<file path="config.mk">
export PLATFORM = sky130hd
export DESIGN_NAME = if_fetch
export DESIGN_NICKNAME = d
export VERILOG_FILES = /design/src/rtl/if_fetch.sv
export SDC_FILE = /design/constraint.sdc
export NUM_CORES = 1
export LEC_CHECK = 0
export CAP_MARGIN = 40
export CORE_MARGIN = 3
export CORE_UTILIZATION = 42
export DETAILED_ROUTE_END_ITERATION = 6
export DONT_BUFFER_PORTS = 1
export GPL_TIMING_DRIVEN = 1
export PLACE_DENSITY = 0.67
export SKIP_LAST_GASP = 1
export SYNTH_ARGS = -nofsm -noshare
export SYNTH_HDL_FRONTEND = slang
export SYNTH_SLANG_ARGS = --single-unit
</file>
<file path="constraint.sdc">
create_clock -name clk -period 3.8 [get_ports clk]
set_clock_uncertainty 0.2 [all_clocks]
set_input_delay 0.19 -clock clk [delete_from_list [all_inputs] [get_ports clk]]
set_output_delay 0.19 -clock clk [all_outputs]
set_load 0.05 [all_outputs]
</file>
<file path="src/rtl/if_fetch.sv">
// rtl/if_fetch.sv - instruction fetch stage: Wishbone read master with hold buffer and branch redirect
module if_fetch #(
  parameter logic [31:0] PC_ADDR    = 32'h8000_0000,
  parameter int          ADDR_WIDTH = 32,
  parameter int          DATA_WIDTH = 32
) (
  input  logic                    clk,
  input  logic                    reset,
  input  logic [ADDR_WIDTH-1:0]   pc_in,
  input  logic                    branch_taken_in,
  input  logic [ADDR_WIDTH-1:0]   branch_target_in,
  input  logic                    downstream_stall_in,
  output logic [ADDR_WIDTH-1:0]   pc_new_out,
  output logic [1:0]              stall_and_flush_out,
  output logic                    wb_cyc_o,
  output logic                    wb_stb_o,
  output logic [ADDR_WIDTH-1:0]   wb_adr_o,
  output logic [DATA_WIDTH/8-1:0] wb_sel_o,
  output logic                    wb_we_o,
  input  logic                    wb_ack_i,
  input  logic [DATA_WIDTH-1:0]   wb_dat_i,
  output logic [DATA_WIDTH-1:0]   inst_out,
  output logic [ADDR_WIDTH-1:0]   inst_pc_out,
  output logic                    inst_valid_out
);

  typedef enum logic [1:0] {IDLE, BUSY, HOLD} state_t;

  state_t                  r_state;
  logic                    r_redir_pending;
  logic [ADDR_WIDTH-1:0]   r_redir_pc;
  logic [DATA_WIDTH-1:0]   r_hold_buf;

  logic w_ack;
  logic w_discard;
  logic w_flush;
  logic w_advance;
  logic w_load;

  assign wb_sel_o = '1;
  assign wb_we_o  = 1'b0;

  assign w_ack     = (r_state == BUSY) && wb_ack_i;
  assign w_discard = w_ack && (r_redir_pending || branch_taken_in);
  // A branch outside BUSY also flushes: it drops any held word and refetches.
  assign w_flush   = w_discard || ((r_state != BUSY) && branch_taken_in);
  assign w_advance = w_discard || (w_ack && !downstream_stall_in) ||
                     ((r_state == HOLD) && !downstream_stall_in);
  assign w_load    = w_advance && !w_flush;

  always_comb begin
    stall_and_flush_out = 2'b01;
    if (!reset)
      stall_and_flush_out = 2'b01;
    else if (w_flush)
      stall_and_flush_out = 2'b10;
    else if (w_advance)
      stall_and_flush_out = 2'b00;
  end

  always_comb begin
    if (r_redir_pending)
      pc_new_out = r_redir_pc;
    else if (branch_taken_in)
      pc_new_out = branch_target_in;
    else
      pc_new_out = pc_in + ADDR_WIDTH'(4);
  end

  always_ff @(posedge clk) begin
    if (!reset) begin
      r_state         <= IDLE;
      wb_cyc_o        <= 1'b0;
      wb_stb_o        <= 1'b0;
      wb_adr_o        <= ADDR_WIDTH'(PC_ADDR);
      r_redir_pending <= 1'b0;
      r_redir_pc      <= '0;
      r_hold_buf      <= '0;
      inst_out        <= DATA_WIDTH'(32'h0000_0013);
      inst_pc_out     <= ADDR_WIDTH'(PC_ADDR);
      inst_valid_out  <= 1'b0;
    end else begin
      case (r_state)
        IDLE: begin
          wb_adr_o <= pc_in;
          if (!branch_taken_in) begin
            wb_cyc_o <= 1'b1;
            wb_stb_o <= 1'b1;
            r_state  <= BUSY;
          end
        end
        BUSY: begin
          if (wb_ack_i) begin
            wb_cyc_o <= 1'b0;
            wb_stb_o <= 1'b0;
            if (w_discard) begin
              r_redir_pending <= 1'b0;
              r_state         <= IDLE;
            end else if (downstream_stall_in) begin
              r_hold_buf <= wb_dat_i;
              r_state    <= HOLD;
            end else begin
              r_state <= IDLE;
            end
          end else if (branch_taken_in) begin
            // The bus cycle cannot be aborted, so remember where to go once it ends.
            r_redir_pending <= 1'b1;
            r_redir_pc      <= branch_target_in;
          end
        end
        HOLD: begin
          if (branch_taken_in || !downstream_stall_in)
            r_state <= IDLE;
        end
        default: r_state <= IDLE;
      endcase

      if (w_load) begin
        inst_out       <= (r_state == HOLD) ? r_hold_buf : wb_dat_i;
        inst_pc_out    <= wb_adr_o;
        inst_valid_out <= 1'b1;
      end else if (!downstream_stall_in) begin
        inst_valid_out <= 1'b0;
      end
    end
  end

endmodule

</file>
# After elaboration in Yosys (flattened, before gate mapping)
# Index checks and enable logic that the tools add are counted.
[word_totals]
register_bits = 165
output_inout_bits = 138
inputBits = 101
[classes]
muxes = 20
n_reduce_logical = 21
n_eq_ne = 8
n_bitwise = 2
n_addsub = 1
[op_table]
columns = ["cell", "count"]
rows = [
  ["2-to-1 mux 32 bit", 3],
  ["adder 32 x 3 -> 32 bit (second input constant)", 1],
  ["2-to-1 mux 2 bit", 7],
  ["AND reduction 3 bit", 4],
  ["2-to-1 mux 1 bit", 8],
  ["inequality test 2 x 1 -> 1 bit (second input constant)", 4],
  ["logical AND 1 bit", 6],
  ["case mux 2 bit (3 select lines)", 1],
  ["logical OR 1 bit", 5],
  ["inequality test 2 bit (second input constant)", 2],
  ["AND reduction 4 bit", 1],
  ["nonzero test 2 bit", 2],
  ["== test 2 x 1 -> 1 bit (second input constant)", 1],
  ["== test 2 bit (second input constant)", 1],
  ["zero test 1 bit", 2],
  ["zero test 2 bit", 1],
  ["inverter 1 bit", 2],
  ["case mux 1 bit (2 select lines)", 1],
]

# Longest topological paths before layout
# Gate-level depths: netlist of run 1.
[logic_depth]
word_depth = 8
depth_mapped = 8
mapped_depth_nobuf = 6

# Least setup slack after synthesis of run 1
# Ideal clock, no wire load.
[synth_path]
kind = "input to output"
start = "in pc_in[2]"
end = "out pc_new_out[14]"
arrival_time_ns = 2.248
path_buffers = 1
cell_stages = 7
t_required_ns = 3.410
slack_ns = 1.162
path_cell_list = "ha_1 -> nand3_1 -> nor2_1 -> buf_2 -> nand2_1 -> xor2_1 -> a221oi_1"
[synth_between]
elab_chain_len = 3
[synth_rtl]
columns = ["item", "line", "text"]
rows = [
  ["start, declared", "9", "input logic [ADDR_WIDTH-1:0] pc_in,"],
  ["adder 32 x 3 -> 32 bit", "67", "pc_new_out = pc_in + ADDR_WIDTH'(4);"],
  ["2-to-1 mux 32 bit", "64", "else if (branch_taken_in)"],
  ["2-to-1 mux 32 bit", "62", "if (r_redir_pending)"],
  ["end, declared", "13", "output logic [ADDR_WIDTH-1:0] pc_new_out,"],
]
# Every way passes these cells.

# Worst setup path after layout of run 1
[layout_path]
start = "reg r_redir_pending"
end = "out pc_new_out[24]"
[layout_between]
elab_chain_len = 1
[layout_rtl]
columns = ["item", "line", "text"]
rows = [
  ["start, declared", "30", "logic r_redir_pending;"],
  ["start signal, assigned", "76", "r_redir_pending <= 1'b0;"],
  ["start signal, assigned", "97", "r_redir_pending <= 1'b0;"],
  ["start signal, assigned", "107", "r_redir_pending <= 1'b1;"],
  ["2-to-1 mux 32 bit", "62", ""],
]
# Every way passes these cells.

==> results.rst, run 1 <==
.. list-table::
   :header-rows: 1

   * - Metric
     - Value
   * - Post-CTS setup buffers
     - 0
   * - Data required time at the worst endpoint
     - 3.41 ns
   * - Routability-driven placement congestion ratio
     - roughly 0.89
   * - Wire length reported by the detailed router
     - 22900 um
   * - Worst setup path class
     - register to output pin
   * - Combined global-route utilization of all metal layers
     - 22.8%
   * - # rows
     - 48
   * - Area inside the core boundary
     - 17600 um2
   * - Number of global-route vias before repair
     - just under 7000
   * - Clk_lat worst skew
     - between 0.4 and 0.5 ns
   * - Post-synth EDFFs
     - 0
   * - Detailed-route wire length per cell
     - 18.2 um
   * - # IOs
     - 239
   * - Largest cells by area after synthesis
     - sky130_fd_sc_hd__dfxtp_1 (43%), sky130_fd_sc_hd__nand2_1 (17%), sky130_fd_sc_hd__a21boi_0 (12%)
   * - Avg Vias per Cell
     - 5.50
   * - Most frequent cells after synthesis
     - sky130_fd_sc_hd__nand2_1 (338), sky130_fd_sc_hd__dfxtp_1 (165), sky130_fd_sc_hd__a21boi_0 (125)
   * - Pwr per Cell Area
     - 449 nW/um2
   * - VDD IR-drop max
     - 0.307 mV
   * - Synth top area share
     - 43.1%
   * - Detail Route Antenna Nets
     - 0
   * - Cell type with the largest total area after synthesis
     - sky130_fd_sc_hd__dfxtp_1
   * - CTS hold repair buffers
     - just over 100
   * - Distinct cell type count of the synthesized netlist
     - 41
   * - Unrepaired setup endpoints after global routing
     - no
   * - Placed instance area
     - between 7000 and 8000 um2
   * - Sequential share of the synthesized area
     - 43.1%
   * - Path category of the worst min-delay check
     - primary input to register
   * - Half-perimeter wire length of the detailed placement result
     - 14500 um
   * - CTS buffer count
     - 17
   * - Count of state elements after synthesis
     - 165
   * - Starting Density
     - 43.5%
   * - Number of remaining DRC errors
     - 0
   * - Share of synthesized flip-flops with an asynchronous set or reset
     - 0%
   * - Area enclosed by the die boundary
     - 19900 um2
   * - Post-synthesis instance area
     - 7660 um2
   * - Max Buffers Root-to-Sink
     - 2
   * - Max transition margin
     - just over 40%
   * - Area growth syn-to-layout
     - 25.2%
   * - Chip Width
     - around 140 um
   * - Overflow after GRT
     - 0
   * - Share of the clock period used by the worst path
     - 73.2%
   * - Setup tns final
     - 0 ns
   * - Clock sink count
     - 165
   * - Worst-path maximum fanout
     - 39
   * - Layout cells sized above 1
     - 8.11%
   * - Average instance area after synthesis
     - slightly above 8 um2
   * - Primary FF master, synth
     - sky130_fd_sc_hd__dfxtp_1
   * - Antenna Cells
     - 0
   * - Gate Count Post-Synth
     - 939
   * - Number of violations reported at the end of detailed-routing iteration 0
     - 458
   * - Type of element capturing the critical path
     - output pin
   * - Antenna violations before repair
     - 1
   * - Post-CTS Resized
     - 0
   * - Number of nets in the layout
     - 1125
   * - First-pass detailed-route iteration total
     - 4
   * - Pin count of the biggest net entering global routing
     - 166
   * - Wire length of the first global-routing pass
     - 36300 um
   * - Number of port buffers
     - 0
   * - Number of hold violations in the final report
     - 0
   * - Clock tree from TritonCTS
     - yes
   * - Kind of launch point of the worst setup path
     - register
   * - Leading cell type by number of instances after synthesis
     - sky130_fd_sc_hd__nand2_1
   * - Static leakage
     - between 4 and 5 nW
   * - Max Cap Violations
     - 0
   * - Minimum clock period
     - approximately 2.8 ns
   * - Number of H-tree branching levels
     - 4
   * - Layout Cell Area excl Fill
     - roughly 9600 um2
   * - PnR Total Power
     - between 4 and 5 mW
   * - Max-slew violation count
     - 0
   * - Total number of vias
     - 6940
   * - Total setup violations reported at the end of the flow
     - 0
   * - CTS root buf
     - sky130_fd_sc_hd__clkbuf_16
   * - YS warnings
     - 0
   * - Least-Margin Pin Slew
     - 0.880 ns
   * - Arrival time at the worst endpoint
     - 2.39 ns
   * - FMAX
     - around 360 MHz
   * - Status
     - complete, no violations
   * - Chip Height
     - 141 um
   * - Clock transition at path regs
     - 0.07 ns
flip-flops by register name, indices dropped and copies added (netlist names):
register,count
inst_out,32
wb_adr_o,32
r_redir_pc,32
inst_pc_out,32
r_state,2
r_hold_buf,32
r_redir_pending,1
wb_stb_o,1
inst_valid_out,1
critical path, stage by stage, from the launching register on:
cell and delay (ns):
sky130_fd_sc_hd__dfxtp_2 0.82, sky130_fd_sc_hd__buf_4 0.44, sky130_fd_sc_hd__nor3_1 0.11, sky130_fd_sc_hd__mux2i_1 0.13, sky130_fd_sc_hd__nand3_1 0.43
layer usage:
| layer | vias to the layer above | track usage (%) | share of wire [%] |
|---|---|---|---|
| met3 | 68 | 6.92 | 9.1 |
| met1 | 3240 | 29.6 | 42 |
| met4 | 2 | 9.43 | 3.9 |
| met2 | 312 | 35.4 | 45 |
| li1 | 3318 | - | - |
| met5 | - | 0 | 0.083 |
final cells by class:
cell class                      instances  area, um2
Timing Repair Buffer                  140       1350
Fill cell                            1598       8010
Sequential cell                       165       3300
Tap cell                              225        282
Multi-Input combinational cell        695       4010
Clock buffer                           17        425
Inverter                                4       15.0
Clock inverter                         15        204
power by group:
group | internal (mW) | switching, mW
clock | 0.959 | 0.834
combinational | 0.217 | 0.329
sequential | 1.78 | 0.188
cell families after synthesis:
logic type	Yosys count	share of synthesized area, %
buffers and inverters	82	4.71
and+or+nand+nor	411	22.3
other	2	0.0981
AOI/OAI and AO/OA	206	20.5
muxes	45	5.92
adders and majority gates	1	0.163
xor gates and xnor gates	27	3.09
DFF	165	43.1
path summary, 6_finish.rpt:
kind	start	endpoint	slack [ns]	depth (start not counted)
worst max register to register	r_redir_pending	r_hold_buf[5]	1.50	5
worst min register to register	r_redir_pc[16]	r_redir_pc[16]	0.26	2
worst min-delay path	reset	r_redir_pc[26]	0.05	2
worst max-delay path	r_redir_pending	pc_new_out[24]	1.02	4
per-stage QoR:
step	utilization [%]	hold WS [ns]	worst slack, ns	instances
global placement	44.3	0.0860	1.33	1113
detailed placement	45.1	0.0863	1.36	1128
CTS	54.5	0.0229	1.06	1261
floorplan	-	0.114	1.16	942
global route	54.5	0.0650	0.894	1261
finish	54.5	0.0459	1.02	1261
placed cells by master (no fill, tap or decap), types with 14 or more instances in the layout:
| master | synthesis | routed |
|---|---|---|
| sky130_fd_sc_hd__a21boi_0 | 125 | 125 |
| sky130_fd_sc_hd__clkbuf_16 | 0 | 17 |
| sky130_fd_sc_hd__nor2_1 | 16 | 14 |
| sky130_fd_sc_hd__dfxtp_1 | 165 | 164 |
| sky130_fd_sc_hd__buf_4 | 8 | 37 |
| sky130_fd_sc_hd__o21ai_1 | 2 | 15 |
| sky130_fd_sc_hd__mux2i_1 | 43 | 43 |
| sky130_fd_sc_hd__xor2_1 | 19 | 19 |
| sky130_fd_sc_hd__nand3_1 | 15 | 15 |
| sky130_fd_sc_hd__nand2_1 | 338 | 338 |
| sky130_fd_sc_hd__o211a_1 | 29 | 29 |
| sky130_fd_sc_hd__dlygate4sd3_1 | 0 | 100 |
No activity file was read; power rests on OpenSTA's default activity.
==> run 2, diff against run 1 <==
--- a/config.mk
+++ b/config.mk
@@ -11,7 +11,7 @@
 export DETAILED_ROUTE_END_ITERATION = 6
 export DONT_BUFFER_PORTS = 1
 export GPL_TIMING_DRIVEN = 1
-export PLACE_DENSITY = 0.67
+export PLACE_DENSITY = 0.7
 export SKIP_LAST_GASP = 1
 export SYNTH_ARGS = -nofsm -noshare
 export SYNTH_HDL_FRONTEND = slang
==> constraint.sdc (replaced) <==
create_clock -name clk -period 2.5 [get_ports clk]
set_clock_uncertainty 0.2 [all_clocks]
set_input_delay 0.125 -clock clk [delete_from_list [all_inputs] [get_ports clk]]
set_output_delay 0.125 -clock clk [all_outputs]
set_load 0.05 [all_outputs]
==> results.rst, run 2 (synthesis gave the netlist of run 1 again) <==
.. list-table::
   :header-rows: 1

   * - Metric
     - Value
   * - Antenna Cells
     - 0 (unchanged)
   * - Worst-path maximum fanout
     - 39 (unchanged)
   * - Setup tns final
     - 0 ns (unchanged)
   * - Arrival time at the worst endpoint
     - 2.53 ns (+0.14 ns)
   * - Least-Margin Pin Slew
     - 0.678 ns (-0.202 ns)
   * - Avg Vias per Cell
     - 5.53 (+0.40%)
   * - Commonest non-fill, non-tap cell in the layout
     - sky130_fd_sc_hd__nand2_1
   * - Area enclosed by the die boundary
     - 19900 um2 (unchanged)
   * - Final instance count without filler cells
     - 1339 (+6.2%)
   * - Chip Width
     - 141 um (unchanged)
   * - Total setup violations reported at the end of the flow
     - 0 (unchanged)
   * - First-pass detailed-route iteration total
     - 6 (+2)
   * - Overflow after GRT
     - 0 (unchanged)
   * - Total area of sequential cells
     - 3300 um2 (unchanged)
   * - Static leakage
     - 4.50 nW (+12%)
   * - Path category of the worst min-delay check
     - primary input to register
   * - Chip Height
     - 141 um (unchanged)
   * - Pwr per Cell Area
     - 626 nW/um2 (+39%)
   * - Number of violations reported at the end of detailed-routing iteration 0
     - 448 (-2.2%)
   * - Number of hold violations in the final report
     - 2 (+2)
   * - # rows
     - 48 (unchanged)
   * - Data required time at the worst endpoint
     - 2.62 ns (-0.79 ns)
   * - Max-slew violation count
     - 0 (unchanged)
   * - Routability-driven placement congestion ratio
     - 0.882 (-0.65%)
   * - Starting Density
     - 43.5% (unchanged)
   * - Type of element capturing the critical path
     - register
   * - Area inside the core boundary
     - 17600 um2 (unchanged)
   * - Number of port buffers
     - 0 (unchanged)
   * - Multi-input gate area
     - 4030 um2 (+0.44%)
   * - Status
     - finished, violations left
   * - Placed cells
     - 1134 (+0.53%)
   * - Number of global-route vias before repair
     - 7487 (+11%)
   * - Top Layer Used
     - met4
   * - Antenna violations before repair
     - 0 (-1)
   * - VDD IR-drop max
     - 0.488 mV (+59%)
   * - Area growth syn-to-layout
     - 35.1%
   * - Pin count of the biggest net entering global routing
     - 112 (-33%)
   * - Clock tree from TritonCTS
     - yes
   * - Share of the clock period used by the worst path
     - between 90% and 100%
   * - Number of nets in the layout
     - 1203 (+6.9%)
   * - Kind of launch point of the worst setup path
     - register
   * - Commonest non-fill, non-tap cells in the layout
     - sky130_fd_sc_hd__nand2_1 (338), sky130_fd_sc_hd__dlygate4sd3_1 (166), sky130_fd_sc_hd__dfxtp_1 (164), sky130_fd_sc_hd__a21boi_0 (125), sky130_fd_sc_hd__mux2i_1 (43)
   * - Combined global-route utilization of all metal layers
     - 25.1% (+2.3 points)
   * - Max Cap Violations
     - 0 (unchanged)
   * - Half-perimeter wire length of the detailed placement result
     - 14900 um (+2.7%)
   * - Wire length of the first global-routing pass
     - 39600 um (+9.3%)
   * - Max transition margin
     - 54.7% (+14 points)
   * - DR WL met3
     - 2260 um (+7.9%)
   * - Detailed-route wire length per cell
     - 19.0 um (+4.6%)
   * - Number of filler cells placed in the layout
     - 1507 (-5.7%)
   * - Clock sink count
     - 165 (unchanged)
   * - Unrepaired setup endpoints after global routing
     - yes
   * - Setup Slack @ Placement
     - 0.507 ns (-0.851 ns)
   * - Amount of wire on met2 after detailed routing
     - 12300 um (+18%)
   * - Number of remaining DRC errors
     - 0 (unchanged)
   * - Layout cells sized above 1
     - 8.80% (+0.69 points)
   * - # IOs
     - 239 (unchanged)
   * - Worst setup path class
     - register to register
   * - Number of H-tree branching levels
     - 4 (unchanged)
   * - Failing checks
     - negative hold slack
   * - Clock transition at path regs
     - 0.08 ns (about the same)
   * - Wire length reported by the detailed router
     - 25400 um (+11%)
   * - Final Hold Slack
     - -0.0204 ns (-0.0663 ns)
   * - Minimum setup slack in the final design
     - 0.0935 ns (-0.927 ns)
   * - Total number of vias
     - 7399 (+6.6%)
   * - CTS root buf
     - sky130_fd_sc_hd__clkbuf_16
   * - Routed metal-1 wire length
     - 9800 um (+2.7%)
   * - CTS buffer count
     - 17 (unchanged)
   * - FMAX
     - 416 MHz
   * - Max Buffers Root-to-Sink
     - 2 (unchanged)
   * - Detail Route Antenna Nets
     - 0 (unchanged)
   * - Clk_lat worst skew
     - 0.44 ns (about the same)
   * - Minimum clock period
     - 2.41 ns
[run 2: cell types whose count changed in the layout (fill, tap and decap cells not counted), sizes merged]
cell / before / now
and2: 2 / 3
buf: 40 / 51
bufinv: 1 / 0
clkinv: 6 / 4
clkinvlp: 1 / 2
dlygate4sd3: 100 / 166
inv: 11 / 13
[run 2: path summary, 6_finish.rpt]
check | start | slack, ns | depth (start not counted) | to
setup reg to reg | r_state[0] | 0.09 | 7 | inst_out[0]
hold / removal | wb_ack_i | -0.02 | 4 | r_hold_buf[28]
setup / recovery | r_state[0] | 0.09 | 7 | inst_out[0]
hold reg to reg | r_redir_pc[12] | 0.27 | 2 | r_redir_pc[12]
[run 2: worst max-delay path, cell delays in order, from the launching register on]
cell,delay (ns)
sky130_fd_sc_hd__dfxtp_1,0.47
sky130_fd_sc_hd__nand3b_1,0.19
sky130_fd_sc_hd__o21ai_2,0.26
sky130_fd_sc_hd__nand2_1,0.08
sky130_fd_sc_hd__buf_4,0.28
sky130_fd_sc_hd__nand2_1,0.12
sky130_fd_sc_hd__o211ai_1,0.10
sky130_fd_sc_hd__dlygate4sd3_1,0.59
[run 2: power by group]
part | internal, mW | switching [mW]
sequential | 2.70 | 0.273
combinational | 0.372 | 0.526
clock | 1.34 | 1.26
[run 2: area by class of cell]
class	count	share of cell area, %
clock buffer	17	4.11
inverter	4	0.145
sequential	165	31.9
multi-input combinational	696	39.0
timing repair buffer	217	20.6
clock inverter	15	1.52
tap	225	2.72
[run 2: timing repair]
| action | 4_1_cts | 5_1_grt |
|---|---|---|
| buffers inserted | 0 | 5 |
| endpoints found under the setup margin | 0 | 11 |
| gates resized for setup | 0 | 5 |
| hold buffers | 164 | 3 |
| endpoints found under the hold margin | 165 | 6 |
[run 2: routing by layer]
metal  vias up  track usage (%)
met3        96             7.46
met2       358             42.7
met4         0             12.2
li1       3473                -
met5         -                0
met1      3472             28.6
[run 2: stage by stage]
step | power (mW) | cell area, um2 | utilization [%]
floorplan | 3.56 | 7670 | -
global placement | 3.71 | 8010 | 45.5
detailed placement | 3.71 | 8010 | 45.5
CTS | 6.50 | 10300 | 58.3
global route | 6.70 | 10300 | 58.8
finish | 6.47 | 10300 | 58.8
==> run 3, diff against run 2 <==
--- a/config.mk
+++ b/config.mk
@@ -11,6 +11,7 @@
 export DETAILED_ROUTE_END_ITERATION = 6
 export DONT_BUFFER_PORTS = 1
 export GPL_TIMING_DRIVEN = 1
+export MAX_ROUTING_LAYER = met4
 export PLACE_DENSITY = 0.7
 export SKIP_LAST_GASP = 1
 export SYNTH_ARGS = -nofsm -noshare
==> results.rst, run 3 (synthesis gave the netlist of run 1 again) <==
.. list-table::
   :header-rows: 1

   * - Metric
     - Value
   * - Flop-to-flop setup slack
     - 0.1 ns (about the same)
   * - Kind of launch point of the worst setup path
     - register
   * - Worst setup path class
     - register to register
   * - Max-slew violation count
     - 0 (unchanged)
   * - Starting Density
     - 43.5% (unchanged)
   * - Detail Route Antenna Nets
     - 0 (unchanged)
   * - Layout cells sized above 1
     - 8.81% (about the same)
   * - Commonest non-fill, non-tap cell in the layout
     - sky130_fd_sc_hd__nand2_1
   * - Number of H-tree branching levels
     - 4 (unchanged)
   * - Final Hold Slack
     - -0.0287 ns (-0.00831 ns)
   * - Worst path cell trace
     - nand3b_1 > o21ai_2 > nand2_1 > buf_4 > nand2_1 > o211ai_1 > dlygate4sd3_1
   * - Max Buffers Root-to-Sink
     - 2 (unchanged)
   * - Status
     - finished, violations left
   * - Max transition margin
     - 53.3% (-1.4 points)
   * - Least-Margin Pin Slew
     - 0.699 ns (+0.0210 ns)
   * - Unrepaired setup endpoints after global routing
     - yes
   * - Number of remaining DRC errors
     - 0 (unchanged)
   * - Type of element capturing the critical path
     - register
   * - Total number of vias
     - 7413 (+0.19%)
   * - Worst-path maximum fanout
     - 39 (unchanged)
   * - Share of the clock period used by the worst path
     - 96.0% (-0.21 points)
   * - Setup Slack @ Placement
     - 0.507 ns (unchanged)
   * - Minimum setup slack in the final design
     - 0.0988 ns (+0.00527 ns)
   * - Chip Height
     - 141 um (unchanged)
   * - First-pass detailed-route iteration total
     - 5 (-1)
   * - Static leakage
     - 4.49 nW (-0.15%)
   * - Failing checks
     - negative hold slack
   * - Max Cap Violations
     - 0 (unchanged)
   * - Antenna violations before repair
     - 0 (unchanged)
   * - Area inside the core boundary
     - 17600 um2 (unchanged)
   * - Number of port buffers
     - 0 (unchanged)
   * - CTS buffer count
     - 17 (unchanged)
   * - Routability-driven placement congestion ratio
     - 0.897 (+1.7%)
   * - Clk_lat worst skew
     - 0.44 ns (about the same)
   * - Detailed-route wire length per cell
     - 19.0 um (+0.15%)
   * - Avg Vias per Cell
     - 5.54 (+0.26%)
   * - Area enclosed by the die boundary
     - 19900 um2 (unchanged)
   * - Total setup violations reported at the end of the flow
     - 0 (unchanged)
   * - Overflow after GRT
     - 0 (unchanged)
   * - Pin count of the biggest net entering global routing
     - 112 (unchanged)
   * - # IOs
     - 239 (unchanged)
   * - Number of global-route vias before repair
     - 7473 (-0.19%)
   * - Wire length of the first global-routing pass
     - 39700 um (+0.23%)
   * - Worst path max stage delay
     - 0.59 ns (about the same)
   * - Data required time at the worst endpoint
     - 2.63 ns (about the same)
   * - Commonest non-fill, non-tap cells in the layout
     - sky130_fd_sc_hd__nand2_1 (338), sky130_fd_sc_hd__dlygate4sd3_1 (165), sky130_fd_sc_hd__dfxtp_1 (164), sky130_fd_sc_hd__a21boi_0 (125), sky130_fd_sc_hd__mux2i_1 (43)
   * - Number of filler cells placed in the layout
     - 1512 (+0.33%)
   * - Number of nets in the layout
     - 1202 (-0.083%)
   * - Most frequent CP cell
     - sky130_fd_sc_hd__nand2_1
   * - Clock tree from TritonCTS
     - yes
   * - Combined global-route utilization of all metal layers
     - 25.9% (+0.82 points)
   * - Number of hold violations in the final report
     - 4 (+2)
   * - Half-perimeter wire length of the detailed placement result
     - 14900 um (unchanged)
   * - CTS root buf
     - sky130_fd_sc_hd__clkbuf_16
   * - Area growth syn-to-layout
     - 35.0% (about the same)
   * - Path category of the worst min-delay check
     - primary input to register
   * - # rows
     - 48 (unchanged)
   * - Clock transition at path regs
     - 0.08 ns (about the same)
   * - Wire length reported by the detailed router
     - 25500 um (about the same)
   * - Arrival time at the worst endpoint
     - 2.53 ns (about the same)
   * - Pwr per Cell Area
     - 627 nW/um2 (+0.21%)
   * - Slowest stage cell, crit path
     - sky130_fd_sc_hd__dlygate4sd3_1
   * - Minimum clock period
     - 2.40 ns (-0.00527 ns)
   * - Chip Width
     - 141 um (unchanged)
   * - VDD IR-drop max
     - 0.491 mV (+0.57%)
   * - Clock sink count
     - 165 (unchanged)
   * - Number of violations reported at the end of detailed-routing iteration 0
     - 481 (+7.4%)
   * - Antenna Cells
     - 0 (unchanged)
   * - FMAX
     - 416 MHz (+0.22%)
run 3: changes by cell type in the layout (fill, tap and decap cells not counted):
cell / change
sky130_fd_sc_hd__dlygate4sd3_1: -1
run 3: power breakdown:
group / internal, mW / total [mW] / leakage (nW) / switching (mW)
combinational: 0.372 / 0.899 / 2.87 / 0.527
sequential: 2.70 / 2.98 / 1.34 / 0.274
clock: 1.34 / 2.60 / 0.281 / 1.27
total: 4.41 / 6.48 / 4.49 / 2.07
run 3: path summary, 6_finish.rpt:
path | start | to | cells after the start
worst max-delay path | r_state[0] | inst_out[0] | 7
worst min register to register | r_redir_pc[12] | r_redir_pc[12] | 2
worst min-delay path | wb_ack_i | r_hold_buf[28] | 4
worst max register to register | r_state[0] | inst_out[0] | 7
run 3: worst max-delay path, delay by kind of cell, from the launching register on:
family | cells | cell delay, ns
compound gates | 2 | 0.36
buf+inv | 2 | 0.87
flops | 1 | 0.47
simple gates | 3 | 0.39
run 3: metrics by stage:
step	std cells	setup TNS, ns	util (%)	power [mW]	instance area (um2)
after global placement	1134	0	45.5	3.71	8010
after CTS	1330	0	58.3	6.50	10300
final	1338	0	58.7	6.48	10300
after floorplan	942	0	-	3.56	7670
after detailed placement	1134	0	45.5	3.71	8010
after global routing	1338	-0.126	58.7	6.70	10300
run 3: cell type report:
class | instances | area (um2) | share of cell area, %
Clock buffer | 17 | 425 | 4.12
Clock inverter | 15 | 158 | 1.53
Timing Repair Buffer | 216 | 2120 | 20.5
Tap cell | 225 | 282 | 2.72
Sequential cell | 165 | 3300 | 32.0
Multi-Input combinational cell | 696 | 4030 | 39.0
Inverter | 4 | 15.0 | 0.145
run 3: metal layers:
metal | vias to the layer above | global-route usage, % | routed length [um]
met2 | 351 | 42.3 | 12300
li1 | 3468 | - | -
met4 | 0 | 12.3 | 1120
met3 | 89 | 7.19 | 2160
met5 | - | - | 0
met1 | 3505 | 29.4 | 9900
run 3: what timing repair did:
action                                  in CTS  in global routing
endpoints found under the setup margin       0                 11
hold buffers                               164                  2
setup buffers                                0                  5
endpoints found under the hold margin      165                  6
resized for setup                            0                  5
